### config.mk
export PLATFORM = sky130hd
export DESIGN_NAME = mux_4to1
export DESIGN_NICKNAME = d
export VERILOG_FILES = /design/src/rtl/mux_4to1_pkg.sv /design/src/rtl/mux_4to1_sel.sv /design/src/rtl/mux_4to1.sv
export SDC_FILE = /design/constraint.sdc
export NUM_CORES = 1
export LEC_CHECK = 0
export BUFFER_PORTS_ARGS = -buffer_cell sky130_fd_sc_hd__buf_2
export CAP_MARGIN = 10
export CORE_AREA = 2 2 39 41
export DETAILED_ROUTE_END_ITERATION = 7
export DIE_AREA = 0 0 41 43
export GPL_ROUTABILITY_DRIVEN = 0
export PLACE_DENSITY = 0.7
export SLEW_MARGIN = 10
export SYNTH_ARGS = -nofsm -noshare
export SYNTH_HDL_FRONTEND = slang
export SYNTH_SLANG_ARGS = --single-unit
### constraint.sdc
create_clock -name clk -period 0.8 [get_ports clk]
set_input_delay 0.16 -clock clk [delete_from_list [all_inputs] [get_ports clk]]
set_output_delay 0.16 -clock clk [all_outputs]
set_load 0.005 [all_outputs]
### src/rtl/mux_4to1_pkg.sv
// ---------------------------------------------------------------------------
// mux_4to1_pkg
// Shared definitions for the registered 4:1 multiplexer.
//   sel_e      : 2-bit select code (SEL_A..SEL_D map to inputs a..d)
//   DEFAULT_N  : default data width of the multiplexer
// ---------------------------------------------------------------------------
package mux_4to1_pkg;

    typedef enum logic [1:0] {
        SEL_A = 2'd0,
        SEL_B = 2'd1,
        SEL_C = 2'd2,
        SEL_D = 2'd3
    } sel_e;

    localparam int unsigned DEFAULT_N = 4;

endpackage

### src/rtl/mux_4to1_sel.sv
// ---------------------------------------------------------------------------
// mux_4to1_sel
// Purely combinational 4:1 selector, no clock.
// Ports:
//   a, b, c, d : N-bit data inputs
//   fn_sel     : 2-bit select code (0->a, 1->b, 2->c, 3->d)
//   y          : N-bit selected data
// ---------------------------------------------------------------------------
module mux_4to1_sel
    import mux_4to1_pkg::*;
#(
    parameter int unsigned N = DEFAULT_N
) (
    input  logic [N-1:0] a,
    input  logic [N-1:0] b,
    input  logic [N-1:0] c,
    input  logic [N-1:0] d,
    input  logic [1:0]   fn_sel,
    output logic [N-1:0] y
);

    // Parallel case over a fully decoded 2-bit code: only the selected
    // input reaches y, so an X on an unselected input never propagates.
    always_comb begin
        y = '0;
        unique case (sel_e'(fn_sel))
            SEL_A: y = a;
            SEL_B: y = b;
            SEL_C: y = c;
            SEL_D: y = d;
        endcase
    end

endmodule

### src/rtl/mux_4to1.sv
// ---------------------------------------------------------------------------
// mux_4to1
// Registered 4:1 multiplexer with capture enable.
// Ports:
//   clk       : rising-edge clock
//   rst_n     : asynchronous active-low reset
//   a..d      : N-bit data inputs
//   fn_sel    : 2-bit select code
//   en        : capture enable
//   out       : registered selected data (1-cycle latency)
//   out_sel   : fn_sel captured together with out
//   out_valid : en registered every cycle
//   out_par   : XOR of the bits loaded into out (only with MUX_4TO1_PARITY_EN)
// Configuration macro: MUX_4TO1_PARITY_EN adds the out_par output.
// ---------------------------------------------------------------------------
module mux_4to1
    import mux_4to1_pkg::*;
#(
    parameter int unsigned N = DEFAULT_N
) (
    input  logic         clk,
    input  logic         rst_n,
    input  logic [N-1:0] a,
    input  logic [N-1:0] b,
    input  logic [N-1:0] c,
    input  logic [N-1:0] d,
    input  logic [1:0]   fn_sel,
    input  logic         en,
    output logic [N-1:0] out,
    output logic [1:0]   out_sel,
    output logic         out_valid
`ifdef MUX_4TO1_PARITY_EN
    ,
    output logic         out_par
`endif
);

    logic [N-1:0] sel_y;

    logic [N-1:0] out_d, out_q;
    logic [1:0]   sel_d, sel_q;
    logic         valid_d, valid_q;

    mux_4to1_sel #(
        .N (N)
    ) u_sel (
        .a      (a),
        .b      (b),
        .c      (c),
        .d      (d),
        .fn_sel (fn_sel),
        .y      (sel_y)
    );

`ifdef MUX_4TO1_PARITY_EN
    logic par_d, par_q;

    always_comb begin
        par_d = par_q;
        if (en) begin
            par_d = ^sel_y;
        end
    end

    always_ff @(posedge clk or negedge rst_n) begin
        if (!rst_n) begin
            par_q <= 1'b0;
        end else begin
            par_q <= par_d;
        end
    end

    assign out_par = par_q;
`endif

    always_comb begin
        out_d   = out_q;
        sel_d   = sel_q;
        valid_d = en;
        if (en) begin
            out_d = sel_y;
            sel_d = fn_sel;
        end
    end

    always_ff @(posedge clk or negedge rst_n) begin
        if (!rst_n) begin
            out_q   <= '0;
            sel_q   <= '0;
            valid_q <= 1'b0;
        end else begin
            out_q   <= out_d;
            sel_q   <= sel_d;
            valid_q <= valid_d;
        end
    end

    assign out       = out_q;
    assign out_sel   = sel_q;
    assign out_valid = valid_q;

endmodule

---- Word-level counts from Yosys, hierarchy flattened ----
Cells that the tools add are included.
storage, ports and cells
  register bits after elaboration ......... 7
operators by class
  muxes and demuxes ....................... 1
  reduce and logical (&&, ||, !) cells .... 1
  equality and inequality tests ........... 3
operators with widths
  kind                                                                    count
  4-bit one-hot mux with 4 select lines                                   1
  2-bit equality test (second input constant)                             2
  2-bit by 1-bit equality test with 1-bit output (second input constant)  1
  2-bit zero test                                                         1

---- Logic depth before layout (Yosys ltp) ----
Gate-level depths: netlist of the first run.
  word-level depth ........................ 2
  depth in mapped cells ................... 3
  gate-level depth less buffers ........... 2

---- Modules after synthesis ----
A second synthesis of the first run with hierarchy kept.
second synthesis, totals
  cell total of the unflattened synthesis .. 18
  area, all modules ....................... 381.6 sq um
by module, submodules not included
  module        sequential area each (sq um)  times used  area each (sq um)  cells each
  mux_4to1      175.2                         1           276.5              14
  mux_4to1_sel  0.0                           1           105.1              4

---- Worst setup path after synthesis of the first run ----
Ideal clock, no wire load.
  kind .................................... flip-flop to flip-flop
  start ................................... register, netlist name out_sel[1]
  end ..................................... register sel_q[1] (netlist: out_sel[1])
  clock period less this slack ............ 737 ps
  buffers on the path ..................... 0
  arrival time ............................ 612 ps
  cell stages (with the launch flop) ...... 2
  path slack .............................. 63 ps
  path through ............................ dfrtp_1 mux2_2
RTL lines
  item                  RTL line        source
  end signal, assigned  mux_4to1.sv:93  sel_q <= sel_d;
  end, declared         mux_4to1.sv:41  logic [1:0] sel_d, sel_q;

---- Worst setup path in the final report of the first run ----
  start ................................... register out_q[3] (netlist: out[3])
  end ..................................... output port out[3]
RTL lines
  item                    RTL line        source
  start, declared         mux_4to1.sv:40  logic [N-1:0] out_d, out_q;
  start signal, assigned  mux_4to1.sv:92  out_q <= out_d;
  end, declared           mux_4to1.sv:29  output logic [N-1:0] out,
No word-level cell between the ends.

==> flow_summary.json, run 1 <==
{
  "fillCellCount": 150,
  "ys_async_sr_fraction_pct": 100.0,
  "ys_seq_elements": 7,
  "slew_headroom_pct": 84.09,
  "worst_hold_slack_ns": 0.1200,
  "grt_pass1_wl_mm": 1.297,
  "vias_per_cell": 4.488,
  "cp_num_buf_inv": 1,
  "startpoint_type": "flop",
  "setup_violations": 7,
  "drive_gt1_share_pct": 62.50,
  "worstRegToRegCells": 3,
  "grt_max_degree": 10,
  "drtPass1Iterations": 2,
  "arrival_ns": 0.76,
  "power_density_mw_per_mm2": 1621,
  "antennaDiodeCount": 0,
  "die_y_um": 43,
  "clk_latency_ns": 0.25,
  "timing.rr.start": "out[2]",
  "status": "finished with violations",
  "grtUsageTotal_pct": 11.56,
  "ys_warn_count": 0,
  "syn2layout_area_growth_pct": 69.47,
  "reg2reg_setup_slack_ns": 0.03,
  "first_global_vias": 351,
  "reg2reg_to": "out[2]",
  "overflow": 0,
  "drt-total-wl_um": 883,
  "slew_viol_final": 0,
  "cts_sinks": 7,
  "met1_usage_pct": 13.95,
  "ant_nets": 0,
  "yosysMostFrequentCell": "mux2i_1",
  "slowest_delay_ns": 0.39,
  "wl_per_cell_um": 11.04,
  "timing.final.crit_period_ns": 0.9221,
  "worstSetupStartpoint": "out[3]",
  "setup_ws_ns": -0.1221,
  "seq_power_share_pct": 42.0,
  "synthFlopType": "dfrtp_1",
  "rows": 14,
  "syn_inst": 29,
  "synth_top_cell_by_area": "dfrtp_1",
  "max-cap-violations": 0,
  "synth_top_area_share_pct": 49.12,
  "yosys-top-cells-count": "8 x mux2i_1, 7 x dfrtp_1, 5 x nand2b_1",
  "antenna_found_initial": 0,
  "tritoncts": "built",
  "p_switching_uw": 246.9,
  "min_to": "out_valid",
  "min_path_cells": 1,
  "comb_power_share_pct": 25.8,
  "leakagePower_nw": 0.3239,
  "syn_nets": 50,
  "cts_inserted_buffers": 3,
  "final.setup.tns_ns": -0.7310,
  "finalClockSkew_ns": 0,
  "io_pins": 28,
  "yosys-top-cells-area": "dfrtp_1 49%, mux2i_1 22%, o221ai_1 9.8%, nand2b_1 8.8%, buf_6 3.2%",
  "p_clk_share_pct": 32.2,
  "synth_area_per_cell_sq_um": 12.30,
  "path_class": "flop to output port",
  "initial_core_util_pct": 25.77,
  "ir_drop_uv": 729.0,
  "clk_path_buf_depth": 2,
  "rsz0062_at_grt": "true",
  "ff_latch_area_sq_um": 175.2,
  "violations": "setup timing",
  "hold_path.class": "primary input to flop",
  "h-tree-depth": 1,
  "critPathMaxFanout": 2,
  "syn_area_sq_um": 356.6,
  "dr.first_iter.drc_count": 2,
  "fmax_mhz": 1085,
  "synth_edf_count": 0,
  "multi_input_area_sq_um": 200.2,
  "busiest_layer": "met2",
  "io_buffers": 27,
  "drc": 0,
  "met3_usage_pct": 3.141,
  "slowest_stage": "dfrtp_1",
  "core_area_sq_mm": 0.001384,
  "cellInternalPower_uw": 732.6,
  "worstHoldStart": "en",
  "fp.dieW_um": 41,
  "vias": 359,
  "cp_top_family": "flip-flops",
  "synth.yosys.seq_area_share_pct": 49.12,
  "cts-root-buf": "clkbuf_4",
  "die_area_sq_mm": 0.001763,
  "cp-end-kind": "output port",
  "clk_pin_slew_ns": 0.05,
  "met2_usage_pct": 15.94,
  "worst_slew_pin_slew_ns": 0.2387,
  "p_sw_share_pct": 25.20,
  "nNetsFinal": 86,
  "cp_cell_sequence": "buf_2",
  "fin_crit_sh_pct": 115.3,
  "hold_viol": 0,
  "synth_cell_type_count": 9,
  "worstPathRequired_ns": 0.64
}
-- logic make-up after synthesis --
group,count (synthesis),share of synthesized area (%)
compound gates,5,11.23
buf+inv,2,4.209
flops,7,49.12
mux,9,25.61
simple gates,6,9.824
-- power groups by stage --
stage / clock network (mW) / registers (mW) / logic (mW)
after CTS: 0.333 / 0.411 / 0.208
final: 0.315 / 0.411 / 0.253
after floorplan: 0 / 0.420 / 0.0781
after global routing: 0.352 / 0.414 / 0.283
after detailed placement: 0 / 0.416 / 0.190
after global placement: 0 / 0.418 / 0.186
-- worst max path at each step --
stage                 endpoint  cells after the start
floorplan           out_sel[1]                      1
global placement        out[1]                      3
detailed placement      out[2]                      3
CTS                 out_sel[1]                      1
global route        out_sel[1]                      1
finish                  out[3]                      1
-- per-stage QoR --
| step | area, sq um | instances | power [mW] | setup slack, ns | util [%] |
|---|---|---|---|---|---|
| after floorplan | 356.6 | 29 | 0.4981 | 0.06290 | - |
| after global placement | 508.0 | 72 | 0.6037 | -0.09663 | 36.71 |
| after detailed placement | 508.0 | 72 | 0.6060 | -0.1195 | 36.71 |
| after CTS | 558.0 | 78 | 0.9510 | -0.1298 | 40.33 |
| after global routing | 604.3 | 80 | 1.049 | -0.1549 | 43.67 |
| final | 604.3 | 80 | 0.9795 | -0.1221 | 43.67 |
-- cell usage in the layout, fill, tap and decap left out, drive strengths merged --
cell type / netlist / routed
o221ai: 4 / 4
nand2: 1 / 1
dfrtp: 7 / 7
buf: 1 / 31
clkbuf: 0 / 4
mux2i: 8 / 8
mux2: 1 / 1
nand2b: 5 / 5
inv: 1 / 1
o21ai: 1 / 1
dlygate4sd3: 0 / 1
-- per-layer routing --
| metal | wire length [um] | vias to the layer above |
|---|---|---|
| li1 | - | 177 |
| met1 | 331 | 166 |
| met2 | 472 | 14 |
| met3 | 69 | 2 |
| met4 | 10 | 0 |
| met5 | 0 | - |
-- area by class of cell --
class / instances / share of cell area, %
Clock buffer: 4 / 4.348
Inverter: 1 / 0.6211
Multi-Input combinational cell: 20 / 33.13
Sequential cell: 7 / 28.99
Tap cell: 16 / 3.313
Timing Repair Buffer: 32 / 29.61
-- flip-flops by register name, indices dropped and copies added (netlist names) --
| signal | cells |
|---|---|
| out_sel | 2 |
| out | 4 |
| out_valid | 1 |
-- timing repair --
item / 4_1_cts / 5_1_grt
hold buffers: 1 / 0
pin swaps: 0 / 0
buffers inserted: 1 / 2
gates cloned: 0 / 0
hold endpoints to repair: 7 / 0
setup endpoints to repair: 7 / 8
gates resized for setup: 1 / 5
(Power assumes the default switching activity.)
==> run 2: changes to the inputs <==
--- a/config.mk
+++ b/config.mk
@@ -11,6 +11,7 @@
 export DETAILED_ROUTE_END_ITERATION = 7
 export DIE_AREA = 0 0 41 43
 export GPL_ROUTABILITY_DRIVEN = 0
+export GPL_TIMING_DRIVEN = 0
 export PLACE_DENSITY = 0.7
 export SLEW_MARGIN = 10
 export SYNTH_ARGS = -nofsm -noshare
==> flow_summary.json, run 2 (synthesis gave the netlist of run 1 again) <==
{
  "worst-path-stages": 1,
  "grt_pass1_wl_mm": 1.297,
  "hold_path.class": "primary input to flop",
  "first_global_vias": 328,
  "die_y_um": 43,
  "final_common_cell": "buf_2",
  "antennaDiodeCount": 0,
  "clk_path_buf_depth": 2,
  "worstRegToRegCells": 3,
  "h-tree-depth": 1,
  "rows": 14,
  "critPathMaxFanout": 2,
  "fin_cells": 77,
  "max-cap-violations": 0,
  "ff_latch_area_sq_um": 175.2,
  "setup_violations": 7,
  "p_sw_share_pct": 24.08,
  "path_class": "flop to output port",
  "nNetsFinal": 83,
  "reg2reg_to": "out[0]",
  "fp.dieW_um": 41,
  "slew_viol_final": 0,
  "placed_cells": 71,
  "hold_viol": 0,
  "vias": 336,
  "worstPathRequired_ns": 0.64,
  "startpoint_type": "flop",
  "wl_per_cell_um": 10.83,
  "cp-end-kind": "output port",
  "vias_per_cell": 4.364,
  "clk_pin_slew_ns": 0.05,
  "dp_hpwl_um": 721.8,
  "leakagePower_nw": 0.3028,
  "ir_drop_uv": 797.0,
  "seq_power_share_pct": 44.0,
  "final_cell_mix": "26 x buf_2, 8 x mux2i_1, 7 x dfrtp_1",
  "ant_nets": 0,
  "tritoncts": "built",
  "drc": 0,
  "drive_gt1_share_pct": 55.74,
  "grt_max_degree": 10,
  "slowest_delay_ns": 0.38,
  "syn2layout_area_growth_pct": 58.25,
  "cellInternalPower_uw": 705.3,
  "io_pins": 28,
  "cts_inserted_buffers": 3,
  "slew_headroom_pct": 89.01,
  "fillCellCount": 151,
  "rsz0062_at_grt": "true",
  "overflow": 0,
  "fin_crit_sh_pct": 113.8,
  "drt-total-wl_um": 834,
  "comb_power_share_pct": 22.8,
  "multi_input_area_sq_um": 180.2,
  "place_area_sq_um": 506.7,
  "endpoint": "out[1]",
  "drtPass1Iterations": 4,
  "p_clk_share_pct": 33.2,
  "power_density_mw_per_mm2": 1646,
  "cp_cell_sequence": "buf_2",
  "antenna_found_initial": 0,
  "dr.first_iter.drc_count": 4,
  "finalClockSkew_ns": 0,
  "initial_core_util_pct": 25.77,
  "worstHoldStart": "en",
  "timing.final.crit_period_ns": 0.9106,
  "fmax_mhz": 1098,
  "status": "finished with violations",
  "reg2reg_setup_slack_ns": 0.05,
  "die_area_sq_mm": 0.001763,
  "io_buffers": 26,
  "arrival_ns": 0.75,
  "timing.rr.start": "out[0]",
  "clk_latency_ns": 0.24,
  "setup_ws_ns": -0.1106,
  "grtUsageTotal_pct": 11.16,
  "cp_top_family": "flip-flops",
  "worstSetupStartpoint": "out[1]",
  "slowest_stage": "dfrtp_1",
  "p_switching_uw": 223.7,
  "largest_reg_flops": 4,
  "fin_area_sq_um": 564.3,
  "cts-root-buf": "clkbuf_4",
  "worst_slew_pin_slew_ns": 0.1602,
  "cts_sinks": 7,
  "cp_num_buf_inv": 1,
  "violations": "setup timing",
  "core_area_sq_mm": 0.001384
}
==> run 2: cell type report <==
type	count	share of cell area, %
multi-input cells	20	31.93
flip-flops and latches	7	31.04
repair buffers	28	26.16
clock buffers	4	4.656
well taps	16	3.548
plain buffers	1	1.996
inverters	1	0.6652
==> run 2: what timing repair did <==
item | in CTS | in global routing
resized for setup | 0 | 2
setup buffers | 1 | 0
endpoints found under the setup margin | 7 | 8
hold buffers | 1 | 0
endpoints found under the hold margin | 7 | 0
==> run 2: worst min-delay path by stage <==
| stage | end | slack (ns) | cells past startpoint |
|---|---|---|---|
| 3_3_place_gp | out_valid | -0.005 | 1 |
| 5_1_grt | out_valid | 0.11 | 1 |
| 2_1_floorplan | out[0] | -0.14 | 0 |
| 3_5_place_dp | out_sel[0] | -0.001 | 1 |
| 4_1_cts | out_valid | 0.11 | 1 |
| 6_report | out_valid | 0.11 | 1 |
==> run 2: per-layer routing <==
metal  GRT usage, %  wire [um]  share of wire [%]
met1          11.96        311                 37
met2          17.50        451                 54
met5              0          0                  0
met4          8.000          0                  0
met3          3.141         71                8.5
==> run 2: power by group through the flow <==
stage | logic, mW | clock network (mW) | registers, mW
after detailed placement | 0.192 | 0 | 0.415
after global placement | 0.188 | 0 | 0.413
final | 0.211 | 0.308 | 0.409
after global routing | 0.233 | 0.352 | 0.415
after floorplan | 0.0781 | 0 | 0.420
after CTS | 0.205 | 0.323 | 0.409
==> run 2: stage by stage <==
step                      setup TNS (ns)  hold slack, ns  worst slack (ns)  utilization, %  total power, mW
after CTS                        -0.7500          0.1084           -0.1236           39.78           0.9373
after floorplan                        0         -0.1356           0.06290               -           0.4981
final                            -0.6710          0.1135           -0.1106           40.78           0.9289
after global routing             -0.9538          0.1110           -0.1548           40.78           0.9993
after global placement                 0       -0.004783           0.01044           36.62           0.6013
after detailed placement        -0.03753       -0.001182          -0.02734           36.62           0.6072
